File: config.mk
export PLATFORM = sky130hd
export DESIGN_NAME = ro_meas_ctrl
export DESIGN_NICKNAME = d
export VERILOG_FILES = /design/src/rtl/ro_meas_pkg.sv /design/src/rtl/sync_edge_det.sv /design/src/rtl/ro_meas_ctrl.sv
export SDC_FILE = /design/constraint.sdc
export NUM_CORES = 1
export LEC_CHECK = 0
export ABC_AREA = 1
export CAP_MARGIN = 20
export CORE_MARGIN = 2
export CORE_UTILIZATION = 58
export DETAILED_ROUTE_END_ITERATION = 10
export HOLD_SLACK_MARGIN = 0.03
export PLACE_DENSITY = 0.79
export SLEW_MARGIN = 20
export SYNTH_ARGS = -nofsm -noshare
export SYNTH_HDL_FRONTEND = slang
export SYNTH_SLANG_ARGS = --single-unit
File: constraint.sdc
create_clock -name clk -period 2.8 [get_ports clk]
set_input_delay 0.42 -clock clk [delete_from_list [all_inputs] [get_ports clk]]
set_output_delay 0.42 -clock clk [all_outputs]
set_load 0.1 [all_outputs]
File: src/rtl/ro_meas_pkg.sv
// Shared types and default constants for the ring-oscillator measurement block.
package ro_meas_pkg;

    typedef enum logic [1:0] {
        IDLE,
        SETTLE,
        MEASURE,
        DONE
    } state_t;

    localparam int DEF_WINDOW_W      = 16;
    localparam int DEF_CNT_W         = 16;
    localparam int DEF_SETTLE_CYCLES = 8;
    localparam int DEF_SYNC_STAGES   = 2;

endpackage

File: src/rtl/sync_edge_det.sv
// Multi-flop synchronizer for an asynchronous input with a one-cycle
// rising-edge pulse taken from the last stage.
module sync_edge_det #(
    parameter int STAGES = 2
) (
    input  logic clk,
    input  logic rst,
    input  logic din,
    output logic rise
);

    logic [STAGES-1:0] sync;
    logic              prev;

    always_ff @(posedge clk) begin
        if (rst) begin
            sync <= '0;
            prev <= 1'b0;
        end else begin
            sync <= {sync[STAGES-2:0], din};
            prev <= sync[STAGES-1];
        end
    end

    assign rise = sync[STAGES-1] & ~prev;

endmodule

File: src/rtl/ro_meas_ctrl.sv
// Ring-oscillator measurement controller: enable, settle, count tap edges
// over a programmable window, then hand the result out via valid/ready.
module ro_meas_ctrl
    import ro_meas_pkg::*;
#(
    parameter int WINDOW_W      = DEF_WINDOW_W,
    parameter int CNT_W         = DEF_CNT_W,
    parameter int SETTLE_CYCLES = DEF_SETTLE_CYCLES,
    parameter int SYNC_STAGES   = DEF_SYNC_STAGES
) (
    input  logic                clk,
    input  logic                rst,
    input  logic                start,
    input  logic                abort,
    input  logic [WINDOW_W-1:0] window_len,
    input  logic                ro_tap,
    output logic                ro_en,
    output logic                busy,
    output logic                res_valid,
    input  logic                res_ready,
    output logic [CNT_W-1:0]    res_count,
    output logic                res_ovf
);

    localparam logic [WINDOW_W-1:0] SETTLE_LOAD = WINDOW_W'(SETTLE_CYCLES - 1);

    state_t              state, state_nxt;
    logic [WINDOW_W-1:0] timer;
    logic [WINDOW_W-1:0] win;
    logic [CNT_W-1:0]    cnt, cnt_nxt;
    logic                ovf, ovf_nxt;
    logic                edge_p;
    logic                tmr_zero;
    logic                cnt_sat;

    sync_edge_det #(
        .STAGES(SYNC_STAGES)
    ) u_sync (
        .clk (clk),
        .rst (rst),
        .din (ro_tap),
        .rise(edge_p)
    );

    assign tmr_zero = (timer == '0);
    assign cnt_sat  = &cnt;
    assign cnt_nxt  = (edge_p && !cnt_sat) ? cnt + 1'b1 : cnt;
    assign ovf_nxt  = ovf | (edge_p & cnt_sat);

    always_ff @(posedge clk) begin
        if (rst) begin
            state <= IDLE;
        end else begin
            state <= state_nxt;
        end
    end

    always_comb begin
        state_nxt = state;
        ro_en     = 1'b0;
        busy      = 1'b1;
        res_valid = 1'b0;
        unique case (state)
            IDLE: begin
                busy = 1'b0;
                if (start && window_len != '0) state_nxt = SETTLE;
            end
            SETTLE: begin
                ro_en = 1'b1;
                if (abort)         state_nxt = IDLE;
                else if (tmr_zero) state_nxt = MEASURE;
            end
            MEASURE: begin
                ro_en = 1'b1;
                if (abort)         state_nxt = IDLE;
                else if (tmr_zero) state_nxt = DONE;
            end
            DONE: begin
                res_valid = 1'b1;
                if (res_ready) state_nxt = IDLE;
            end
            default: state_nxt = IDLE;
        endcase
    end

    // Result registers only load on a completed window, so an abort
    // leaves the previous result visible.
    always_ff @(posedge clk) begin
        if (rst) begin
            timer     <= '0;
            win       <= '0;
            cnt       <= '0;
            ovf       <= 1'b0;
            res_count <= '0;
            res_ovf   <= 1'b0;
        end else begin
            unique case (state)
                IDLE: begin
                    if (state_nxt == SETTLE) begin
                        win   <= window_len;
                        timer <= SETTLE_LOAD;
                        cnt   <= '0;
                        ovf   <= 1'b0;
                    end
                end
                SETTLE: begin
                    timer <= tmr_zero ? win - 1'b1 : timer - 1'b1;
                end
                MEASURE: begin
                    cnt   <= cnt_nxt;
                    ovf   <= ovf_nxt;
                    timer <= timer - 1'b1;
                    if (state_nxt == DONE) begin
                        res_count <= cnt_nxt;
                        res_ovf   <= ovf_nxt;
                    end
                end
                DONE: begin
                end
                default: begin
                end
            endcase
        end
    end

endmodule

==> flow_metrics.py <==
metrics = {
    "run_status": {
        "status": "complete, no violations",
    },
    "hold_path": {
        "hold_path.class": "register to register",
        "whs_endpoint": "u_sync.sync[1]",
        "hp-start": "u_sync.sync[0]",
        "hold_depth": 2,
    },
    "yosys": {
        "netlist_area_um2": 4550,
        "syn-num-nets": 762,
        "synthTopCellsByArea": "dfxtp_1 (31%), nor2_1 (15%), nand2_1 (13%)",
        "synth_cells": 731,
        "yosysMostFrequentCell": "nor2_1",
        "synth-edff-count": 0,
        "avgSynthCellArea_um2": 6.22,
        "ys_warn_count": 0,
        "async_reset_ff_share_pct": 0,
        "synthTopCellsByCount": "nor2_1 (186), nand2_1 (162), dfxtp_1 (71)",
        "yosys.area.top_type": "dfxtp_1",
        "ys_seq_elements": 71,
        "synth_top_area_share_pct": 31.2,
        "synth_top_flop_cell": "dfxtp_1",
        "yosysSeqAreaShare_pct": 31.2,
        "synth.distinct_cells": 32,
    },
    "floorplan": {
        "core_area_um2": 7650,
        "die_x_um": 92.6,
        "start_util_pct": 59.5,
        "die_y_um": 92.6,
        "dieArea_um2": 8570,
        "io_pins": 42,
        "core.rowCount": 32,
    },
    "clocking": {
        "cts_setup_buffers": 0,
        "ctsHoldBuffers": 0,
        "clock_latency_ps": 350,
        "clk_pin_slew_ps": 80,
        "clk_root_buffer_cell": "clkbuf_8",
        "cts_buffers": 9,
        "cts_resized": 0,
        "cts_htree_levels": 3,
        "cts_max_path_buffers": 2,
        "tritoncts": "yes",
        "clock-sinks": 71,
    },
    "sta": {
        "worstMarginPinSlew_ps": 505,
        "rsz0062_at_grt": "false",
        "hold_viol": 0,
        "setup_tns_ps": 0,
        "maxSlewViolCount": 0,
        "max_slew_margin_pct": 66.3,
        "period_needed_ps": 2520,
        "fmax_mhz": 397,
        "setup_viol": 0,
        "skew_ps": 12.2,
        "post-route-period-util_pct": 90.0,
    },
    "global_routing": {
        "grt-ovfl-total": 0,
        "antenna_found_initial": 0,
        "grt_pass1_vias": 4154,
        "grt_usage_pct": 26.5,
        "grt_first_pass_wirelength_um": 18500,
        "grt_start_max_net_pins": 83,
    },
    "cells_and_area": {
        "antenna_cells": 0,
        "num-fill-cells": 712,
        "nNetsFinal": 793,
        "fin_cells": 869,
        "multi_input_area_um2": 2690,
        "syn_to_final_growth_pct": 13.1,
        "drive_above_1_share_pct": 8.08,
        "regArea_um2": 1420,
    },
    "pwr": {
        "finalPower_mw": 2.90,
        "ir_worst_vdd_mv": 0.302,
        "power_density_nw_per_um2": 563,
        "comb_power_share_pct": 26.4,
        "seq_power_share_pct": 40.7,
        "p_clk_share_pct": 32.8,
        "p_switching_uw": 977,
        "power_switching_share_pct": 33.7,
        "p_int_mw": 1.92,
        "p_leak_nw": 2.35,
    },
    "critical_path": {
        "crit_type": "register to register",
        "critPathRequiredTime_ps": 3070,
        "r2r_setup_slack_ps": 280,
        "startpoint_type": "register",
        "startpoint": "state[0]",
        "critPathCaptureType": "register",
        "r2r_start": "state[0]",
        "cp_max_fo": 82,
        "r2r_cells": 13,
        "worst_ep_arrival_time_ps": 2790,
        "r2r_end": "win[4]",
    },
    "route": {
        "post_drt_wl_per_cell_um": 12.4,
        "dr.pass1.iters": 5,
        "dr_total_vias": 4551,
        "ant_nets": 0,
        "drc_errors": 0,
        "drt-total-wl_um": 10700,
        "drtIter0Drc": 397,
        "viasPerCell": 5.24,
    },
    "place": {
        "dpl.hpwl_um": 7590,
        "place_inst": 853,
        "gp_congestion": 0.947,
        "port_buffers": 41,
    },
    "job": {
        "cap_violations": 0,
    },
}
[cells in the final DEF, fill, tap and decap left out, drive strengths merged, types with 5 or more instances in the layout]
master	n
nor2	191
nand2	167
dfxtp	71
nand3	65
inv	65
a21oi	50
buf	27
o21ai	26
xor2	23
clkdlybuf4s50	21
clkbuf	11
ha	9
nand3b	8
nor3	8
nand4	6
xnor2	5
[kinds of logic (layout without fill, tap and decap cells)]
group,after synthesis,count (layout),synth area share (%)
buffers and inverters,93,129,9.60
AOI/OAI and AO/OA,83,83,9.71
xor gates and xnor gates,28,28,5.39
adders and majority gates,9,9,2.48
and+or+nand+nor,447,447,41.6
DFF,71,71,31.2
[worst max-delay path by stage]
stage / endpoint / slack (ps) / depth (start not counted)
after global placement: win[14] / 410 / 12
after global routing: win[1] / 3 / 12
final: win[4] / 280 / 13
after CTS: win[13] / 290 / 13
after floorplan: res_count[8] / 460 / 13
after detailed placement: win[13] / 340 / 13
[routing by layer]
metal	vias to the layer above	share of wire, %	GRT usage (%)
li1	2372	-	-
met1	2041	49	38.1
met4	0	1.2	7.96
met5	-	0	0
met2	129	44	40.6
met3	9	5.3	4.39
[flip-flops by register name, summed over array words and instances, names as in the netlist]
name and flops:
cnt 16, state 2, res_ovf 1, u_sync.sync 2, timer 16, ovf 1, u_sync.prev 1, win 16
res_count 16
[stage by stage]
stage	cell area, µm²	util [%]	hold WS [ps]	worst slack [ps]
after floorplan	4550	-	388	456
after global placement	4910	64.3	394	412
after detailed placement	4910	64.3	412	337
after CTS	5150	67.3	433	293
after global routing	5150	67.3	440	2.56
final	5150	67.3	427	280
[final cells by class]
cell class	count	share of cell area [%]
Clock buffer	11	2.94
Clock inverter	5	1.56
Inverter	65	4.84
Multi-Input combinational cell	567	52.3
Sequential cell	71	27.6
Tap cell	102	2.48
Timing Repair Buffer	48	8.27
[power by group through the flow]
stage               registers, mW  clock network (mW)  logic (mW)
floorplan                    1.18                   0       0.631
detailed placement           1.20                   0       0.755
finish                       1.18               0.951       0.767
global placement             1.20                   0       0.737
global route                 1.19                1.00       0.882
CTS                          1.18               0.961       0.760
[critical path, cell delays in order (launching register included)]
cell and delay [ps]:
dfxtp_1 340, inv_1 160, ha_1 290, inv_2 50
buf_4 220, nor2_1 150, nand3_2 100, a21oi_2 160
nand2_2 90, nand2_4 150, nand2_8 310, inv_4 270
nor2_1 60, nor2_1 100
(Power assumes the default switching activity.)
